<file path="src/rtl/clk_gate_ctrl_pkg.sv">
// Shared types and default latencies for the clock-gate enable controller.
package clk_gate_ctrl_pkg;

    typedef enum logic [1:0] {
        CgOff   = 2'd0,
        CgWake  = 2'd1,
        CgOn    = 2'd2,
        CgDrain = 2'd3
    } cg_state_e;

    localparam int unsigned CgIdleCyclesDef = 16;
    localparam int unsigned CgOnLatencyDef  = 2;
    localparam int unsigned CgOffLatencyDef = 2;

    function automatic int unsigned cg_max3(input int unsigned a,
                                            input int unsigned b,
                                            input int unsigned c);
        int unsigned m;
        m = (a > b) ? a : b;
        return (m > c) ? m : c;
    endfunction

endpackage

</file>
<file path="src/rtl/clk_gate_ctrl.sv">
// Drives en_i of a downstream clock gate: req/ack wake-up, idle timeout,
// and fixed hold-offs covering the gate's CE synchroniser latency.
module clk_gate_ctrl
    import clk_gate_ctrl_pkg::*;
#(
    parameter int unsigned IDLE_CYCLES = CgIdleCyclesDef,
    parameter int unsigned ON_LATENCY  = CgOnLatencyDef,
    parameter int unsigned OFF_LATENCY = CgOffLatencyDef
) (
    input  logic       clk_i,
    input  logic       rst_i,
    input  logic       req_i,
    input  logic       busy_i,
    input  logic       force_on_i,
    output logic       clk_en_o,
    output logic       ack_o,
    output logic       off_o,
    output logic [1:0] state_o
);

    localparam int unsigned CntW = $clog2(cg_max3(IDLE_CYCLES, ON_LATENCY, OFF_LATENCY) + 1);

    localparam logic [CntW-1:0] OnLoad   = CntW'(ON_LATENCY - 1);
    localparam logic [CntW-1:0] OffLoad  = CntW'(OFF_LATENCY - 1);
    localparam logic [CntW-1:0] IdleLast = CntW'(IDLE_CYCLES - 1);
    localparam logic [CntW-1:0] IdleSat  = CntW'(IDLE_CYCLES);
    localparam logic [CntW-1:0] CntOne   = CntW'(1);

    if (IDLE_CYCLES == 0 || ON_LATENCY == 0 || OFF_LATENCY == 0) begin : g_bad_param
        $error("clk_gate_ctrl: IDLE_CYCLES, ON_LATENCY and OFF_LATENCY must all be >= 1");
    end

    cg_state_e       state_q, state_d;
    logic [CntW-1:0] cnt_q, cnt_d;
    logic            pend_q, pend_d;
    logic            clk_en_d, ack_d, off_d;
    logic            wake, active;

    assign wake   = req_i | force_on_i;
    assign active = wake | busy_i;

    // Next state; one counter serves as wake hold-off, idle timer and drain hold-off.
    always_comb begin
        state_d = state_q;
        cnt_d   = cnt_q;
        pend_d  = 1'b0;

        case (state_q)
            CgOff: begin
                cnt_d = '0;
                if (wake) begin
                    state_d = CgWake;
                    cnt_d   = OnLoad;
                end
            end
            CgWake: begin
                if (cnt_q == '0) begin
                    state_d = CgOn;
                    cnt_d   = '0;
                end else begin
                    cnt_d = cnt_q - CntOne;
                end
            end
            CgOn: begin
                if (active) begin
                    cnt_d = '0;
                end else if (cnt_q >= IdleLast) begin
                    state_d = CgDrain;
                    cnt_d   = OffLoad;
                end else if (cnt_q != IdleSat) begin
                    cnt_d = cnt_q + CntOne;
                end
            end
            CgDrain: begin
                // A wake seen during drain is remembered and honoured once the hold-off ends.
                pend_d = pend_q | wake;
                if (cnt_q == '0) begin
                    pend_d = 1'b0;
                    if (pend_q | wake) begin
                        state_d = CgWake;
                        cnt_d   = OnLoad;
                    end else begin
                        state_d = CgOff;
                        cnt_d   = '0;
                    end
                end else begin
                    cnt_d = cnt_q - CntOne;
                end
            end
            default: begin
                state_d = CgOff;
                cnt_d   = '0;
            end
        endcase

        clk_en_d = (state_d == CgWake) || (state_d == CgOn);
        ack_d    = (state_d == CgOn);
        off_d    = (state_d == CgOff);
    end

    always_ff @(posedge clk_i) begin
        if (rst_i) begin
            state_q  <= CgOff;
            cnt_q    <= '0;
            pend_q   <= 1'b0;
            clk_en_o <= 1'b0;
            ack_o    <= 1'b0;
            off_o    <= 1'b1;
        end else begin
            state_q  <= state_d;
            cnt_q    <= cnt_d;
            pend_q   <= pend_d;
            clk_en_o <= clk_en_d;
            ack_o    <= ack_d;
            off_o    <= off_d;
        end
    end

    assign state_o = state_q;

endmodule

</file>
<file path="config.mk">
export PLATFORM = sky130hd
export DESIGN_NAME = clk_gate_ctrl
export DESIGN_NICKNAME = d
export VERILOG_FILES = /design/src/rtl/clk_gate_ctrl_pkg.sv /design/src/rtl/clk_gate_ctrl.sv
export SDC_FILE = /design/constraint.sdc
export NUM_CORES = 1
export LEC_CHECK = 0
export CORE_AREA = 4 4 41 43
export DETAILED_ROUTE_END_ITERATION = 10
export DIE_AREA = 0 0 45 47
export GPL_TIMING_DRIVEN = 0
export PLACE_DENSITY = 0.67
export SYNTH_ARGS = -nofsm -noshare
export SYNTH_HDL_FRONTEND = slang
export SYNTH_SLANG_ARGS = --single-unit
</file>
<file path="constraint.sdc">
create_clock -name clk_i -period 3.2 [get_ports clk_i]
set_input_delay 0.64 -clock clk_i [delete_from_list [all_inputs] [get_ports clk_i]]
set_output_delay 0.64 -clock clk_i [all_outputs]
set_load 0.05 [all_outputs]
</file>
* Word level (Yosys, flattened, before mapping)
Cells that the tools add are included.
** Cells by class
- Add/subtract/negate cells :: 2
- Order comparisons :: 1
- Muxes and demuxes :: 15
- Bitwise logic cells :: 4
- Equal/unequal tests :: 7
- Reductions and logical operators :: 5
** Operators by type and width (count)
- $mux W5 :: 5
- $pmux W5 S4 :: 1
- $mux W2 :: 5
- $pmux W2 S4 :: 1
- $eq A2 B2 Y1 const B :: 3
- $add A5 B1 Y5 const B :: 1
- $ge A5 B4 Y1 const B :: 1
- $logic_not A5 Y1 :: 1
- $ne A5 B5 Y1 const B :: 1
- $sub A5 B1 Y5 const B :: 1
- $eq A2 B1 Y1 const B :: 2
- $logic_not A2 Y1 :: 2
- $ne A4 B4 Y1 const B :: 1
- $mux W1 :: 3
- $or A1 B1 Y1 :: 3
- $reduce_or A3 Y1 :: 1
- $logic_or A1 B1 Y1 :: 1
- $not A1 Y1 :: 1
** Storage, ports and cells
- Output and inout port bits :: 5
- Logic and storage cells :: 40
- Bits in registers :: 11

* Logic depth before layout (Yosys ltp)
Gate-level depths: netlist of run 1.
- Word-level depth :: 7
- Mapped depth :: 8

* Worst setup path after synthesis of run 1
No wires, ideal clock.
- Path kind :: reg-to-reg
- Start :: register cnt_q[0]
- End :: register clk_en_o
- Cell stages (with the launch flop) :: 9
- Data arrival time :: 2013 ps
- Setup slack :: 1123 ps
- Library setup time :: 64 ps
- Path buffers :: 0
- Data required time :: 3136 ps
- Path through :: dfxtp_1 -> ha_1 -> and3_1 -> ha_1 -> a211o_1 -> nor2b_1 -> nor4_2 -> ha_1 -> nor2_1
** Between the ends
- Longest elaborated chain between the ends :: 6
- Elaborated cells between the ends (all ways) :: 10
- Those cells by class :: order compare: 1; eq/ne: 2; mux: 5; reduce/logical: 2
** Ends and longest elaborated chain
- start: declaration :: line clk_gate_ctrl.sv:34 : logic [CntW-1:0] cnt_q, cnt_d;
- start signal: assignment :: line clk_gate_ctrl.sv:111 : cnt_q <= cnt_d;
- $ge A5 B4 Y1 :: line clk_gate_ctrl.sv:67 : end else if (cnt_q >= IdleLast) begin
- $mux W2 :: line clk_gate_ctrl.sv:67
- $mux W2 :: line clk_gate_ctrl.sv:65 : if (active) begin
- $pmux W2 S4 (*) :: line clk_gate_ctrl.sv:48 : case (state_q)
- $eq A2 B1 Y1 / $eq A2 B2 Y1 (equally long branches) :: line clk_gate_ctrl.sv:96 : clk_en_d = (state_d == CgWake) || (state_d == CgOn);
- $logic_or A1 B1 Y1 (*) :: line clk_gate_ctrl.sv:96
- end signal: assignment :: line clk_gate_ctrl.sv:113 : clk_en_o <= clk_en_d;
- end: declaration :: line clk_gate_ctrl.sv:15 : output logic clk_en_o,
Every way passes the cells marked *; elsewhere a longest branch is shown, timed or not.
A chain may end at the register's enable or synchronous reset.

* Final worst setup path of run 1
Ends and elaborated chain as after synthesis.

==> qor.yml, run 1 <==
run_status:
  status: "finished clean"
logic_synthesis:
  synthCells: 63
  synthesis.area_um2: 564
  ys_ff_latch: 11
  yosysTopAreaCellShare_pct: 39.0
  yosys-top-cells-area: "dfxtp_1, ha_1, nor2_1"
  syn_avg_cell_area_um2: 8.96
  ys_seq_area_share_pct: 39.0
  yosysWarnings: 0
  synth_cell_types: 31
  yosys.area.top_type: "dfxtp_1"
  ys_async_sr_fraction_pct: 0
  synth_enable_flop_cells: 0
  synth_nets: 73
  ys.flop_type: "dfxtp_1"
power_and_ir_drop:
  switching_share_pct: 40.6
  power_density_nw_per_um2: 715
  p_comb_share_pct: 45.4
  leakage_nw: 0.292
  intPower_mw: 0.297
  irDropWorstVdd_v: 0.000462
  power_frac_clock_pct: 18.6
  power_frac_seq_pct: 36.0
  power_switching_mw: 0.203
clock_network:
  cts_tree: "built"
  hold_buffers: 0
  cts-root-buf: "clkbuf_4"
  cts_resized: 0
  clk_latency_ns: 0.26
  cts_setup_buffers: 0
  clock-sinks: 11
  cts_made_buffers: 3
  htree_num_levels: 1
  cts.path.max_buffers: 2
  clkTransAtPathRegs_ns: 0.07
floorplanning:
  initial_core_util_pct: 43.4
  core_um2: 1300
  placementRows: 13
  die_h_um: 47
  fp.dieArea_um2: 2120
  pin_count: 10
  die_w_um: 45
setup_path:
  reg2reg_to: "clk_en_o"
  slowest_stage: "nor4b_1"
  endpoint_kind: "register"
  r2r_slack_ns: 0.79
  cpLargestDelayFamily: "simple AND/OR/NAND/NOR gates"
  path_buf_inv: 1
  worstRegToRegCells: 7
  cp-start-kind: "register"
  worstSetupPathType: "register to register"
  critPathRequiredTime_ns: 3.40
  path_common_cell: "ha_1"
  reg2reg_from: "cnt_q[0]"
  path_cells: "inv_1 -> ha_1 -> nor4b_1 -> and2b_4 -> nor4_2 -> ha_1 -> nor2_1"
  worstPathArrival_ns: 2.61
  max_stage_delay_ns: 0.65
  crit_path_max_fanout: 5
place:
  dpl.cell_count: 87
  dp_slack_ns: 0.812
  gp_congestion: 0.724
  port_buffers: 9
  hpwl_um: 866
final_layout:
  drive_above_1_share_pct: 7.89
  seq_area_um2: 220
  multi_input_area_um2: 325
  fill_cells: 132
  synthToLayoutAreaGrowth_pct: 23.9
  fin_cells: 91
  fin_util_pct: 53.8
  layout_common_cells: "nor2_1, dfxtp_1, clkdlybuf4s50_1, ha_1, inv_1"
  nets: 87
  antenna_cells: 0
global_route:
  grt_pass1_vias: 445
  grt_pass1_wl_mm: 1.78
  grt-ovfl-total: 0
  grt_max_degree: 10
  antenna_found_initial: 0
  gr-usage-all-layers_pct: 12.0
sta:
  max_freq_mhz: 415
  worst_slew_pin_slew_ns: 0.769
  rsz0062_at_grt: "no"
  min_period_ns: 2.41
  worst_clock_skew_ns: 0.00312
  post-route-period-util_pct: 75.3
  drv_slew: 0
  setup_viol: 0
  slew_headroom_pct: 48.0
  fin_ws_ns: 0.789
  setup-tns-final_ns: 0
  finalHoldViolCount: 0
min_path:
  hold_path.class: "register to register"
  holdPathEnd: "cnt_q[4]"
  hp-start: "cnt_q[4]"
  min_path_cells: 2
drt:
  vias: 496
  drtAntennaViolNets: 0
  drtIter0Drc: 8
  drc: 0
  wl_mm: 1.12
  drtPass1Iterations: 4
  vias_per_cell: 5.45
  wl_per_cell_um: 12.3
flow_run:
  maxCapViolCount: 0
-- flip-flops by register name (all words and copies together), names as in the netlist --
name,count
ack_o,1
pend_q,1
cnt_q,5
off_o,1
state_o,2
clk_en_o,1
-- cell type report --
type	instances	area share, %
sequential	11	31.5
inverter	4	2.15
multi-input combinational	47	46.5
buffer	1	0.537
timing repair buffer	9	12.9
clock buffer	4	3.76
tap	15	2.68
-- synth_stat cells (all sizes together), types with 2 or more instances --
library cell	number
dfxtp	11
nor2	11
ha	5
inv	4
a21oi	2
and3	2
nand2	2
nor2b	2
nor3	2
nor4	2
-- power groups by stage --
| stage | Sequential, mW | Clock (mW) | Combinational (mW) |
|---|---|---|---|
| 6_report | 0.180 | 0.0929 | 0.227 |
| 5_1_grt | 0.183 | 0.106 | 0.246 |
| 4_1_cts | 0.179 | 0.0990 | 0.229 |
| 3_5_place_dp | 0.182 | 0 | 0.229 |
| 3_3_place_gp | 0.181 | 0 | 0.227 |
| 2_1_floorplan | 0.250 | 0 | 0.0953 |
-- worst max-delay path by stage --
stage                   from        to  slack (ns)  cells past startpoint
floorplan           cnt_q[0]  clk_en_o        1.12                      8
CTS                 cnt_q[0]  clk_en_o        0.79                      7
global placement    cnt_q[0]  clk_en_o        0.83                      7
finish              cnt_q[0]  clk_en_o        0.79                      7
global route        cnt_q[0]  clk_en_o        0.60                      7
detailed placement  cnt_q[0]  clk_en_o        0.81                      7
-- logic make-up (layout without fill, tap and decap cells) --
kind of cell             count (synthesis)  in the layout  synth area share (%)
AND/OR/NAND/NOR                         28             28                  27.1
flip-flops                              11             11                  39.0
AO/OA/AOI/OAI                           12             12                  16.2
buffers and inverters                    5             18                  3.32
multiplexers                             1              1                  1.77
XOR/XNOR                                 1              1                  1.55
adder cells (fa/ha/maj)                  5              5                  11.1
-- worst reg2reg max path, stage by stage, from the launching register on --
cell and delay [ns]:
dfxtp_1 0.35, inv_1 0.10, ha_1 0.20, nor4b_1 0.65
and2b_4 0.30, nor4_2 0.36, ha_1 0.30, nor2_1 0.09
-- per-stage QoR --
| stage | area, um^2 | hold slack [ns] | power (mW) |
|---|---|---|---|
| floorplan | 564 | 0.516 | 0.345 |
| global placement | 673 | 0.543 | 0.408 |
| detailed placement | 673 | 0.557 | 0.411 |
| CTS | 699 | 0.567 | 0.507 |
| global route | 699 | 0.605 | 0.534 |
| finish | 699 | 0.553 | 0.500 |
-- routing by layer --
layer / global-route usage, % / vias to the layer above / share of wire [%]
li1: - / 254 / -
met1: 14.0 / 227 / 44
met2: 19.2 / 13 / 49
met3: 2.30 / 2 / 5.1
met4: 9.36 / 0 / 1.2
met5: 0 / - / 0
Note: power is estimated with default switching activity, not from simulation.
==> run 2: changes to the inputs <==
CORE_AREA = not set   (was 4 4 41 43)
CORE_MARGIN = 4   (was not set)
CORE_UTILIZATION = 43   (was not set)
DIE_AREA = not set   (was 0 0 45 47)
PLACE_DENSITY = 0.71   (was 0.67)
clock period = 1.95 ns   (was 3.2 ns; I/O delays follow)
==> run 2 against run 1 <==
The run now ends with negative setup slack left. Clock skew up 0.00071 ns. Critical endpoint is now cnt_q[2]. Non-clock buffer count increased by 10. Register-to-register slack worse by 0.79 ns. Largest power group unchanged. Die area down 7.5%. Final area rose by 24%.
==> qor.yml, run 2 (synthesized netlist as in run 1, its figures left out) <==
sta:
  slew_headroom_pct: 66.7
  max_freq_mhz: 512
  post-route-period-util_pct: 100
  fin_ws_ns: -0.00166
  min_period_ns: 1.95
  setup_viol: 1
  drv_slew: 0
  finalHoldViolCount: 0
  setup-tns-final_ns: -0.00166
  worst_clock_skew_ns: 0.00383
  worst_slew_pin_slew_ns: 0.498
  rsz0062_at_grt: "yes"
run_status:
  status: "complete, but fails checks"
  violations: "negative setup slack"
floorplanning:
  die_h_um: 44.2
  pin_count: 10
  initial_core_util_pct: 48.2
  placementRows: 12
  core_um2: 1170
  fp.dieArea_um2: 1960
  die_w_um: 44.2
setup_path:
  reg2reg_to: "cnt_q[2]"
  reg2reg_from: "cnt_q[1]"
  path_common_cell: "ha_4"
  endpoint_kind: "register"
  worstSetupPathType: "register to register"
  max_stage_delay_ns: 0.37
  slowest_stage: "dfxtp_4"
  cp-start-kind: "register"
  crit_path_max_fanout: 5
  crit_path_start: "cnt_q[1]"
  path_cells: "ha_4 -> and3_4 -> ha_4 -> a211o_1 -> buf_4 -> or3_1 -> a311oi_2"
  worstRegToRegCells: 7
  worstPathArrival_ns: 2.14
  r2r_slack_ns: -0.002
  critPathRequiredTime_ns: 2.14
final_layout:
  fin_util_pct: 73.8
  antenna_cells: 0
  layout_common_cells: "nor2_1, buf_4, dfxtp_1, clkdlybuf4s50_1, inv_1"
  fill_cells: 89
  nets: 97
  largest_reg_flops: 5
  drive_above_1_share_pct: 33.7
  synthToLayoutAreaGrowth_pct: 53.2
  largest_register: "cnt_q"
drt:
  vias_per_cell: 5.57
  vias: 557
  wl_mm: 1.45
  drtIter0Drc: 12
  drc: 0
  drtPass1Iterations: 4
  drtAntennaViolNets: 0
  wl_per_cell_um: 14.5
clock_network:
  htree_num_levels: 1
  cts_tree: "built"
  cts-root-buf: "clkbuf_4"
  cts_made_buffers: 3
  cts.path.max_buffers: 2
  clkTransAtPathRegs_ns: 0.08
  clk_latency_ns: 0.28
  clock-sinks: 11
min_path:
  hold_path.class: "register to register"
  hp-start: "cnt_q[2]"
  min_path_cells: 1
  holdPathEnd: "cnt_q[2]"
place:
  gp_congestion: 0.782
  hpwl_um: 872
  port_buffers: 9
power_and_ir_drop:
  total_power_mw: 0.945
  leakage_nw: 0.364
  power_density_nw_per_um2: 1090
  irDropWorstVdd_v: 0.000747
global_route:
  grt-ovfl-total: 0
  grt_pass1_vias: 466
  grt_pass1_wl_mm: 2.15
  grt_max_degree: 10
  gr-usage-all-layers_pct: 15.1
  antenna_found_initial: 0
flow_run:
  maxCapViolCount: 0
==> run 2: cell count changes in the layout (fill, tap and decap cells not counted), sizes merged <==
cell,change
clkdlybuf4s50,-1
clkinv,+1
dlygate4sd2,+1
clkbuf,-1
buf,+10
==> run 2: repair_timing <==
item,in CTS,in global routing
pin swaps,5,5
endpoints found under the setup margin,4,4
setup buffers,4,6
hold buffers,0,0
gates resized for setup,9,6
gates cloned,0,0
==> run 2: layout make-up <==
type                       instances  area, um^2  area share [%]
tap                               14        17.5            2.03
sequential                        11         229            26.5
clock inverter                     1        5.00           0.579
multi-input combinational         47         408            47.2
buffer                             1        3.75           0.434
timing repair buffer              19         164            19.0
clock buffer                       3        22.5            2.60
inverter                           4        15.0            1.74
==> run 2: stage by stage <==
step | hold WS (ns) | setup WS (ns) | area (um^2) | instances
global route | 0.624 | -0.0872 | 865 | 100
finish | 0.614 | -0.00166 | 865 | 100
floorplan | 0.457 | 0.0428 | 589 | 63
global placement | 0.555 | -0.101 | 697 | 86
CTS | 0.611 | -0.0696 | 795 | 94
detailed placement | 0.565 | -0.165 | 697 | 86
==> run 2: layer usage <==
layer	part of all wire [%]	track usage (%)	wire length [um]	up-vias
met3	4.4	4.88	64	2
met4	1.2	5.42	18	0
met1	44	16.8	643	260
li1	-	-	-	277
met5	0	0	0	-
met2	50	26.5	725	18
==> run 2: where the power goes <==
part	internal [mW]	switching [mW]	leakage (nW)
logic	0.211	0.264	0.255
registers	0.268	0.0329	0.0920
clock network	0.0760	0.0939	0.0177
total	0.555	0.391	0.364
==> run 2: worst max-delay path: cells and delay by family (launching register included) <==
kind	cells	cell delay (ns)
simple gates	2	0.54
compound gates	2	0.49
flops	1	0.37
fa+ha+maj	2	0.31
buf+inv	1	0.16
==> run 2: how the worst max path moves through the flow <==
| stage | cells past startpoint | to |
|---|---|---|
| 3_3_place_gp | 7 | off_o |
| 5_1_grt | 7 | cnt_q[2] |
| 6_report | 7 | cnt_q[2] |
| 4_1_cts | 8 | clk_en_o |
| 3_5_place_dp | 7 | clk_en_o |
| 2_1_floorplan | 8 | clk_en_o |
==> run 3: changes to the inputs <==
CORE_AREA = 4 4 41 43   (was not set)
CORE_MARGIN = not set   (was 4)
CORE_UTILIZATION = not set   (was 43)
DIE_AREA = 0 0 45 47   (was not set)
GPL_TIMING_DRIVEN = not set   (was 0)
PLACE_DENSITY = 0.67   (was 0.71)
clock period = 2.3 ns   (was 1.95 ns; I/O delays follow)
==> run 3 against run 2 <==
Highest routed layer unchanged. Wire length is 22% lower. Sequential cell count stayed put. Critical path depth is 2 higher. The run now ends clean.
==> qor.yml, run 3 (synthesized netlist as in run 1, its figures left out) <==
run_status:
  status: "finished clean"
final_layout:
  nets: 91
  seq_area_um2: 220
  fin_cells: 95
  synthToLayoutAreaGrowth_pct: 31.5
  multi_input_area_um2: 334
  drive_above_1_share_pct: 13.8
  fill_cells: 131
  antenna_cells: 0
  layout_common_cells: "nor2_1, dfxtp_1, clkdlybuf4s50_1, ha_1, buf_4"
  largest_register: "cnt_q"
  largest_reg_flops: 5
setup_path:
  max_stage_delay_ns: 0.35
  worstPathArrival_ns: 2.38
  worstSetupPathType: "register to register"
  reg2reg_from: "cnt_q[0]"
  slowest_stage: "dfxtp_1"
  crit_path_start: "cnt_q[0]"
  path_buf_inv: 1
  crit_path_max_fanout: 5
  cp-start-kind: "register"
  critPathRequiredTime_ns: 2.51
  cpLargestDelayFamily: "simple AND/OR/NAND/NOR gates"
  path_common_cell: "ha_1"
  path_cells: "ha_1 -> and3_1 -> ha_1 -> a211o_1 -> nor2b_1 -> nor4_4 -> buf_4 -> ha_1 -> or2_2"
  path_depth: 9
  worstRegToRegCells: 9
  endpoint_kind: "register"
sta:
  worst_slew_pin_slew_ns: 0.502
  post-route-period-util_pct: 94.2
  min_period_ns: 2.17
  finalHoldViolCount: 0
  setup_viol: 0
  max_freq_mhz: 462
  setup-tns-final_ns: 0
  drv_slew: 0
  slew_headroom_pct: 66.4
  worst_clock_skew_ns: 0.00515
clock_network:
  cts_tree: "built"
  clock-sinks: 11
  cts-root-buf: "clkbuf_4"
  cts_made_buffers: 3
  clkTransAtPathRegs_ns: 0.07
  clk_latency_ns: 0.26
  htree_num_levels: 1
  cts.path.max_buffers: 2
floorplanning:
  die_h_um: 47
  fp.dieArea_um2: 2120
  initial_core_util_pct: 43.4
  core_um2: 1300
  pin_count: 10
  die_w_um: 45
  placementRows: 13
min_path:
  min_path_cells: 2
  hp-start: "cnt_q[4]"
  hold_path.class: "register to register"
global_route:
  grt_pass1_wl_mm: 1.82
  grt_max_degree: 10
  grt-ovfl-total: 0
  gr-usage-all-layers_pct: 12.2
  antenna_found_initial: 0
  grt_pass1_vias: 444
drt:
  wl_mm: 1.13
  vias_per_cell: 5.34
  drc: 0
  drtAntennaViolNets: 0
  drtIter0Drc: 8
  drtPass1Iterations: 4
  wl_per_cell_um: 11.9
  vias: 507
place:
  hpwl_um: 850
  port_buffers: 9
  dpl.cell_count: 90
  gp_congestion: 0.825
flow_run:
  maxCapViolCount: 0
power_and_ir_drop:
  irDropWorstVdd_v: 0.000603
  leakage_nw: 0.318
  power_density_nw_per_um2: 982
==> run 3: changes by cell type in the layout (fill, tap and decap cells not counted), moves of 2 or more <==
| cell | before | now |
|---|---|---|
| dfxtp_4 | 2 | 0 |
| ha_1 | 3 | 5 |
| dfxtp_1 | 8 | 11 |
| ha_4 | 2 | 0 |
| buf_4 | 10 | 5 |
==> run 3: layer usage <==
metal	up-vias	track usage, %	share of wire, %
met5	-	0	0
met4	0	7.02	2.3
met3	4	5.75	4.9
met2	12	17.8	46
met1	229	14.7	47
li1	262	-	-
==> run 3: worst paths after layout <==
path	endpoint	slack, ns
setup / recovery	off_o	0.13
hold / removal	cnt_q[4]	0.56
setup reg to reg	off_o	0.13
hold reg to reg	cnt_q[4]	0.56
==> run 3: area by class of cell <==
| type | count | share of cell area (%) |
|---|---|---|
| flip-flops and latches | 11 | 29.7 |
| multi-input cells | 47 | 45.0 |
| inverters | 4 | 2.02 |
| well taps | 15 | 2.53 |
| repair buffers | 14 | 17.2 |
| clock buffers | 4 | 3.54 |
==> run 3: through the flow <==
| step | cell area [um^2] | worst slack, ns | util, % | hold slack (ns) | power [mW] |
|---|---|---|---|---|---|
| after floorplan | 564 | 0.223 | - | 0.516 | 0.480 |
| after global placement | 699 | 0.0680 | 53.8 | 0.550 | 0.581 |
| after detailed placement | 699 | 0.0396 | 53.8 | 0.551 | 0.584 |
| after CTS | 726 | 0.0190 | 55.8 | 0.561 | 0.717 |
| after global routing | 742 | -0.0107 | 57.0 | 0.612 | 0.780 |
| final | 742 | 0.133 | 57.0 | 0.562 | 0.729 |
==> run 3: timing repair <==
item | 4_1_cts | 5_1_grt
gates resized for setup | 0 | 1
buffers inserted | 0 | 1
hold buffers | 0 | 0
endpoints found under the setup margin | 0 | 3
==> run 3: tightest hold or removal path, stage by stage, from the launching register on <==
cell and delay (ns):
dfxtp_1 0.34, a31oi_1 0.13, nor2_1 0.04
==> run 3: where the power goes <==
part | total (mW) | leakage [nW] | internal, mW | switching [mW]
clock | 0.129 | 0.0150 | 0.0670 | 0.0619
sequential | 0.248 | 0.0901 | 0.225 | 0.0228
combinational | 0.352 | 0.213 | 0.148 | 0.204
total | 0.729 | 0.318 | 0.440 | 0.289
